## src/rtl/led_pkg.sv

```systemverilog
// Shared types and elaboration-time helpers for the LED blink driver.
// Holds the FSM state encoding and the width helper used for timer/counter sizing.
package led_pkg;

    typedef enum logic [1:0] {
        IDLE = 2'd0,
        ON   = 2'd1,
        OFF  = 2'd2
    } led_state_e;

    // Bits needed to hold values 0..value-1, never less than one bit.
    function automatic int clog2_min1(input int value);
        int w;
        int v;
        w = 0;
        v = value - 1;
        while (v > 0) begin
            w = w + 1;
            v = v >> 1;
        end
        return (w < 1) ? 1 : w;
    endfunction

endpackage

```

## src/rtl/led_blink_driver_cycle_timer.sv

```systemverilog
// Loadable down-counter shared by the ON and OFF phases of the blink driver.
// The zero flag is registered alongside the count so it never adds a decode path.
module cycle_timer
    import led_pkg::*;
#(
    parameter int W = 1
) (
    input  logic         clk,
    input  logic         reset,
    input  logic         load,
    input  logic [W-1:0] load_val,
    output logic         zero
);

    logic [W-1:0] count;

    // NOTE: sequential state is written only with non-blocking assignments so every
    // register samples the pre-edge values, independent of block evaluation order.
    always_ff @(posedge clk or posedge reset) begin
        if (reset) begin
            count <= '0;
            zero  <= 1'b1;
        end else if (load) begin
            count <= load_val;
            zero  <= (load_val == '0);
        end else if (count != '0) begin
            count <= count - W'(1);
            zero  <= (count == W'(1));
        end
    end

endmodule

```

## src/rtl/led_blink_driver.sv

```systemverilog
// Plays BLINKS x (ON_CYCLES high, OFF_CYCLES low) on out for each accepted pulse on in.
// Optional feature macro: LED_BLINK_PENDING_EN queues pulses arriving while busy.
module led_blink_driver
    import led_pkg::*;
#(
    parameter int ON_CYCLES  = 25000000,
    parameter int OFF_CYCLES = 25000000,
    parameter int BLINKS     = 3,
    parameter int PEND_W     = 3
) (
    input  logic clk,
    input  logic reset,
    input  logic in,
    output logic out,
    output logic busy
);

    localparam int TW = clog2_min1((ON_CYCLES > OFF_CYCLES) ? ON_CYCLES : OFF_CYCLES);
    localparam int BW = clog2_min1(BLINKS);

    localparam logic [TW-1:0] ON_LOAD    = TW'(ON_CYCLES - 1);
    localparam logic [TW-1:0] OFF_LOAD   = TW'(OFF_CYCLES - 1);
    localparam logic [BW-1:0] BLINK_LOAD = BW'(BLINKS - 1);

    if (ON_CYCLES < 1 || OFF_CYCLES < 1 || BLINKS < 1 || PEND_W < 1) begin : g_bad_params
        $error("led_blink_driver: ON_CYCLES, OFF_CYCLES, BLINKS and PEND_W must all be >= 1");
    end

    led_state_e    state;
    led_state_e    state_nxt;
    logic [BW-1:0] blinks;
    logic [BW-1:0] blinks_nxt;
    logic          tmr_load;
    logic [TW-1:0] tmr_val;
    logic          tmr_zero;
    logic          seq_end;
    logic          restart;

    cycle_timer #(
        .W (TW)
    ) u_timer (
        .clk      (clk),
        .reset    (reset),
        .load     (tmr_load),
        .load_val (tmr_val),
        .zero     (tmr_zero)
    );

    assign seq_end = (state == OFF) && tmr_zero && (blinks == '0);

`ifdef LED_BLINK_PENDING_EN
    logic [PEND_W-1:0] pending;
    logic              pend_inc;

    // A pulse on the end-of-sequence edge is counted first, so it can drive the restart.
    assign pend_inc = in && (state != IDLE) && (pending != '1);
    assign restart  = (pending != '0) || pend_inc;

    always_ff @(posedge clk or posedge reset) begin
        if (reset) begin
            pending <= '0;
        end else if (seq_end && restart) begin
            pending <= pend_inc ? pending : pending - PEND_W'(1);
        end else if (pend_inc) begin
            pending <= pending + PEND_W'(1);
        end
    end
`else
    assign restart = 1'b0;
`endif

    // NOTE: every output of this block gets a default first so no path can infer a latch.
    always_comb begin
        state_nxt  = state;
        blinks_nxt = blinks;
        tmr_load   = 1'b0;
        tmr_val    = ON_LOAD;
        case (state)
            IDLE: begin
                if (in) begin
                    state_nxt  = ON;
                    blinks_nxt = BLINK_LOAD;
                    tmr_load   = 1'b1;
                end
            end
            ON: begin
                if (tmr_zero) begin
                    state_nxt = OFF;
                    tmr_load  = 1'b1;
                    tmr_val   = OFF_LOAD;
                end
            end
            OFF: begin
                if (tmr_zero) begin
                    if (blinks != '0) begin
                        state_nxt  = ON;
                        blinks_nxt = blinks - BW'(1);
                        tmr_load   = 1'b1;
                    end else if (seq_end && restart) begin
                        state_nxt  = ON;
                        blinks_nxt = BLINK_LOAD;
                        tmr_load   = 1'b1;
                    end else begin
                        state_nxt = IDLE;
                    end
                end
            end
            default: state_nxt = IDLE;
        endcase
    end

    // out and busy are registered from the next state, keeping in off any output path.
    always_ff @(posedge clk or posedge reset) begin
        if (reset) begin
            state  <= IDLE;
            blinks <= '0;
            out    <= 1'b0;
            busy   <= 1'b0;
        end else begin
            state  <= state_nxt;
            blinks <= blinks_nxt;
            out    <= (state_nxt == ON);
            busy   <= (state_nxt != IDLE);
        end
    end

endmodule

```

## config.mk

```make
export PLATFORM = sky130hd
export DESIGN_NAME = led_blink_driver
export DESIGN_NICKNAME = d
export VERILOG_FILES = /design/src/rtl/led_pkg.sv /design/src/rtl/led_blink_driver_cycle_timer.sv /design/src/rtl/led_blink_driver.sv
export SDC_FILE = /design/constraint.sdc
export NUM_CORES = 1
export LEC_CHECK = 0
export CORE_MARGIN = 2
export CORE_UTILIZATION = 55
export CTS_CLUSTER_DIAMETER = 120
export DETAILED_ROUTE_END_ITERATION = 7
export PLACE_DENSITY = 0.75
export SLEW_MARGIN = 5
export SYNTH_ARGS = -nofsm -noshare
export SYNTH_HDL_FRONTEND = slang
export SYNTH_HIERARCHICAL = 1
export SYNTH_SLANG_ARGS = --single-unit
```

## constraint.sdc

```tcl
create_clock -name clk -period 2.35 [get_ports clk]
set_input_delay 0.47 -clock clk [delete_from_list [all_inputs] [get_ports clk]]
set_output_delay 0.47 -clock clk [all_outputs]
set_load 0.02 [all_outputs]
```

**Word-level counts from Yosys, hierarchy flattened**

Cells that the tools add are included.

- Div/mod/pow operators: 0
- Equality and inequality tests: 7
- Bitwise operators: 0
- Reduce and logical (&&, ||, !) cells: 7
- Shift operators: 0
- Add/sub/neg operators: 2
- Mux-type cells: 18
- Multiply operators: 0
- Magnitude comparators: 0

Operators with widths:

| kind | count |
|---|---|
| $mux W25 | 2 |
| $eq A25 B1 Y1 const B | 1 |
| $reduce_bool A25 Y1 | 1 |
| $sub A25 B1 Y25 const B | 1 |
| $mux W2 | 6 |
| $reduce_bool A2 Y1 | 4 |
| $mux W1 | 7 |
| $pmux W2 S3 | 1 |
| $eq A2 B1 Y1 const B | 2 |
| $ne A2 B1 Y1 const B | 2 |
| $pmux W2 S2 | 1 |
| $reduce_and A4 Y1 | 1 |
| $pmux W1 S3 | 1 |
| $eq A2 B2 Y1 const B | 1 |
| $logic_not A2 Y1 | 1 |
| $ne A2 B2 Y1 const B | 1 |
| $sub A2 B1 Y2 const B | 1 |

- Memory bits (writable): 0
- Memory bits (read-only): 0
- Word-level logic and storage cells: 40
- Memories kept: 0
- Output and inout port bits: 2
- Bits in latches: 0
- Flip-flop bits (word level): 32

**Longest topological paths before layout**

- Depth after elaboration: 5
- Mapped depth: 11

**By module**

Netlist, hierarchy kept.

Modules (own cells, without submodules):

| module | cells each | times used | area an instance (um^2) |
|---|---|---|---|
| cycle_timer | 185 | 1 | 1675.4 |
| led_blink_driver | 34 | 1 | 327.8 |

**Worst setup path before layout**

Ideal clock, no wire load.

- Path type: reg2reg
- From: reg blinks[0]
- To: reg u_timer.count[24]
- Stages on the path, launching flop included: 12
- Data arrival time: 2.201 ns
- Period minus slack after synthesis: 2.334 ns
- Required time: 2.217 ns
- Library setup time: 0.133 ns
- Setup slack: 0.016 ns
- Cells stage by stage: dfrtp_1 > inv_1 > ha_1 > and2b_2 > nand3b_1 > o21ai_0 > nor3_1 > nand4_1 > or3_1 > buf_2 > o21ai_0 > a21oi_2

- Word-level cells in the longest chain between the ends: 5
- Elaborated cells on any way between the ends: 6
- Classes of those cells: mux (4); reduce/logical (2)

Ends and longest elaborated chain:

| element | RTL line | RTL |
|---|---|---|
| start: declaration | led_blink_driver.sv:31 | `logic [BW-1:0] blinks;` |
| start signal: assignment | led_blink_driver.sv:121 | `blinks <= blinks_nxt;` |
| $reduce_bool A2 Y1 (*) | led_blink_driver.sv:95 | `if (blinks != '0) begin` |
| $mux W1 (*) | led_blink_driver.sv:95 |  |
| $mux W1 (*) | led_blink_driver.sv:94 | `if (tmr_zero) begin` |
| $pmux W1 S3 (*) | led_blink_driver.sv:78 | `case (state)` |
| net tmr_load | led_blink_driver.sv:33 | `logic tmr_load;` |
| $mux W25 / $reduce_bool A2 Y1 (equally long branches) | - |  |
| end signal: assignment | led_blink_driver_cycle_timer.sv:24 | `count <= load_val;` |
| end signal: assignment | led_blink_driver_cycle_timer.sv:27 | `count <= count - W'(1);` |
| end: declaration | led_blink_driver_cycle_timer.sv:15 | `logic [W-1:0] count;` |

Mark *: on every way through the listed nets, which the timed path passes. The rest lies on a longest branch.
A chain may end at the register's enable or synchronous reset.

**Worst setup path after layout**

- From: reg blinks[0]
- To: reg u_timer.count[6]

The elaborated chain is that of the path after synthesis.

==> results.txt <==
- Clock-pin slew was measured on the worst setup and hold paths at 0.11 ns.
- Critical Path End Type: register
* Antenna violations before repair: 0
- Summed over all nets, the switching power comes to 0.561 mW.
* Category of the worst setup path launch point: register
* Site row count: 21
- Headroom to the max-slew limit came out at 0.668.
- Internal Pwr Total: 1.08 mW
- Final instance count without filler cells: 337
- In this run the critical register-to-register path is launched from blinks[0]$_DFFE_PP0P_.
- Critical-path cell list: inv_2, ha_4, and2b_2, nand3b_1, o21ai_2, nor3_2, nand4_1, or3_4, buf_6, o21ai_1, a21oi_1
* Power density normalized to cell area: 649 nW/um^2
- Of all flip-flops after synthesis, the portion carrying an async set or reset was 1.00.
- Measured along the x axis, the die boundary spans 64.4 um.
- Number of maximum-capacitance violations: 0
* Top fanout value on the critical path: 7
* Total number of nets in the final design: 297
* Pleak: 1.03 nW
- RSZ-0062 raised after global routing: true
- Register bit count reported by yosys: 32
* Worst Max-Slew Pin Slew: 0.494 ns
- CTS root buf: sky130_fd_sc_hd__clkbuf_4
- Total wirelength of the detailed-routed design: 4270 um
- The detail route stage leaves a number of antenna-violating nets equal to 0.
- After technology mapping, the gate count stands at 219.
- Register-to-register setup slack: 0.11 ns
- Of the cells placed in the final design, the portion with a size suffix greater than 1 is 0.206.
- Counting flops with a built-in enable in the synthesized netlist gives 0.
- Critical path's slowest cell: sky130_fd_sc_hd__or3_4
- Share of power burned in registers: 0.492
- Final standard cell area without fillers: 2530 um^2
- Ratio of final minimum period to clock period: 0.952
- Across the VDD grid, the largest voltage drop is 0.463 mV.
* Number of buffers inserted during clock tree synthesis: 5
* Sequential cell area fraction in the yosys report: 0.400
- Data arrival, critical path: 2.47 ns
- Across all setup checks in the final design, the least slack found is 0.113 ns.
* Peak clock frequency supported by timing: 447 MHz
- TritonCTS built the clock tree.
* Synthesis-to-finish area growth: 26.2%
* R2r worst-path depth: 11
- At the end of routability-driven placement, the weighted congestion stood at 0.874.
- Vias per std cell: 5.20
- The count of endpoints failing hold in the final timing report came to 0.
* Maximum number of pins on one net before global-route repair: 27
- Post-detailed-placement half-perimeter wirelength: 3070 um
- The worst hold path belongs to the class in -> async.
* Number of distinct library cells after synthesis: 52
- Die area: 4140 um^2
- The count of buffers added on input and output ports is 4.
- Cts-stage hold buffer count: 0
* Number of global-route vias before repair: 1719
- The share of total power dissipated in the clock network is 0.262.
* Worst setup slack before clock tree synthesis: -0.164 ns
- CORE AREA: 3420 um^2
- First-pass GRT wire length: 7720 um
* Switching Fraction: 0.342
- Mean post-synth cell area: 9.15 um^2
- Sum Neg Setup Slack: 0 ns
- In this run the cell area of the synthesized design comes to 2000 um^2.
- Setup violations remaining at the end of the flow were counted as 0.
- Number of top-level pins: 5
* All-layer global routing usage: 0.245
- The clock period could shrink to 2.24 ns.
* Util after Layout: 0.740
* CTS HTree Levels: 2
- Required time of the worst setup path: 2.58 ns
- Routed wirelength normalized by instance count: 12.7 um
- The flow ran to the end, and the final reports show no timing, DRC or antenna violations.
- Number of slew-limit violations in the final report: 0
- The longest clock path from root to sink contains 2 buffers.
- Starting utilization of the core area: 0.586
- First-pass iteration count of the detailed router: 4
- CP Class: reg -> reg
* Top cell family by delay on the critical path: simple AND/OR/NAND/NOR gates
- For this run, design rule violations remaining after detail routing come to 0.
* R2r endpoint: u_timer/count[6]$_DFFE_PP0P_
* Y dimension of the die: 64.4 um
- The clock reaches the later pin of the worst-skew pair after 0.35 ns.
* Number of instances in the placed design: 327
- In the synthesized netlist the dominant register cell turns out to be sky130_fd_sc_hd__dfrtp_1.
- The placed instances occupy a cell area of 2390 um^2.
- Worst setup skew after layout: 0.0126 ns
- Clock sink count: 32
- Summed over all layers, the global routing overflow is 0.
- Detailed routing inserted a total of 1754 vias.
- The largest single stage delay on the critical path is 0.43 ns.
* Antenna diode count: 0
* Combinational Power Share: 0.246
- The number of buffers and inverters on the critical path is 2.
- First DRT Iteration DRCs: 71
- Yosys warns: 6
cells by family (layout without fill, tap and decap cells):
logic type               Yosys count  in the layout  share of synthesized area
adder cells (fa/ha/maj)            4              4                     0.0250
buffers and inverters             19             44                     0.0369
flip-flops                        32             32                      0.400
AND/OR/NAND/NOR                   94             94                      0.290
AO/OA/AOI/OAI                     52             52                      0.174
other                              2             49                    0.00375
XOR/XNOR                          15             15                     0.0656
multiplexers                       1              1                    0.00500
layer usage:
metal  routed length, um  vias up  track usage
li1                    -      904            -
met1                2030      808        0.320
met2                2020       32        0.388
met3                 139       10       0.0528
met4                  75        0        0.114
met5                   0        -            0
cell usage after synthesis (2+ instances only):
master	n	area, um^2
sky130_fd_sc_hd__dfrtp_1	31	776
sky130_fd_sc_hd__or4_4	2	22.5
sky130_fd_sc_hd__nor3_2	2	20.0
sky130_fd_sc_hd__a211oi_1	8	60.1
sky130_fd_sc_hd__o22ai_1	3	18.8
sky130_fd_sc_hd__inv_1	10	37.5
sky130_fd_sc_hd__nand3_1	5	25.0
sky130_fd_sc_hd__o311ai_0	3	26.3
sky130_fd_sc_hd__or3_1	4	25.0
sky130_fd_sc_hd__clkbuf_1	6	22.5
sky130_fd_sc_hd__nor4_4	2	42.5
sky130_fd_sc_hd__buf_2	2	10.0
sky130_fd_sc_hd__a311oi_1	2	17.5
sky130_fd_sc_hd__ha_1	4	50.1
sky130_fd_sc_hd__a21oi_1	12	60.1
sky130_fd_sc_hd__nor4_2	3	37.5
sky130_fd_sc_hd__or2_2	2	12.5
sky130_fd_sc_hd__nor4_1	8	50.1
sky130_fd_sc_hd__nand4_1	5	31.3
sky130_fd_sc_hd__xor2_1	2	17.5
sky130_fd_sc_hd__nor2_1	27	101
sky130_fd_sc_hd__nand3b_1	2	15.0
sky130_fd_sc_hd__xnor2_1	13	114
sky130_fd_sc_hd__nor3_1	9	45.0
sky130_fd_sc_hd__nand2_1	11	41.3
sky130_fd_sc_hd__or4_1	2	15.0
sky130_fd_sc_hd__o21ai_0	12	60.1
sky130_fd_sc_hd__conb_1	2	7.51
sky130_fd_sc_hd__nor2b_1	2	12.5
how the worst max path moves through the flow:
stage	from	end	slack [ns]	cells past startpoint
after floorplan	blinks[0]$_DFFE_PP0P_	u_timer/count[24]$_DFFE_PP0P_	0.02	11
after global placement	in	u_timer/count[14]$_DFFE_PP0P_	-0.14	10
after detailed placement	in	u_timer/count[0]$_DFFE_PP0P_	-0.16	10
after CTS	blinks[0]$_DFFE_PP0P_	u_timer/count[7]$_DFFE_PP0P_	0.008	11
after global routing	blinks[0]$_DFFE_PP0P_	u_timer/count[20]$_DFFE_PP0P_	-0.02	11
final	blinks[0]$_DFFE_PP0P_	u_timer/count[6]$_DFFE_PP0P_	0.11	11
cell usage in the layout, fill, tap and decap left out, drive strengths merged, types with 2 or more instances in the layout:
master	n
a211oi	8
a21oi	13
a311oi	2
buf	21
clkbuf	5
clkdlybuf4s50	4
clkinv	2
conb	49
dfrtp	31
ha	4
inv	10
nand2	11
nand3	5
nand3b	2
nand4	5
nor2	27
nor2b	2
nor3	11
nor4	13
o21ai	14
o22ai	4
o311ai	3
or2	2
or3	6
or4	4
xnor2	13
xor2	2
through the flow:
stage	hold WS (ns)	total power, mW
after floorplan	0.261	1.07
after global placement	0.491	1.20
after detailed placement	0.490	1.21
after CTS	0.341	1.65
after global routing	0.357	1.75
final	0.342	1.64
flip-flops by register name, summed over array words and instances, names as in the netlist:
signal	flops
u_timer/count	25
blinks	2
state	2
busy	1
out	1
u_timer/zero	1
final cells by class:
class | instances | area, um^2
well taps | 46 | 57.6
clock inverters | 3 | 42.5
multi-input cells | 215 | 1350
fillers | 255 | 888
flip-flops and latches | 32 | 802
clock buffers | 5 | 37.5
repair buffers | 25 | 201
inverters | 11 | 41.3
power groups by stage:
stage,Sequential [mW],Clock (mW),Combinational (mW)
floorplan,0.786,0,0.289
global placement,0.808,0,0.393
detailed placement,0.812,0,0.396
CTS,0.802,0.444,0.400
global route,0.826,0.465,0.463
finish,0.806,0.430,0.404
what timing repair did:
item | in CTS | in global routing
pin swaps | 0 | 4
setup buffers | 0 | 2
gates resized for setup | 1 | 13
endpoints found under the setup margin | 3 | 24
(Power assumes the default switching activity.)
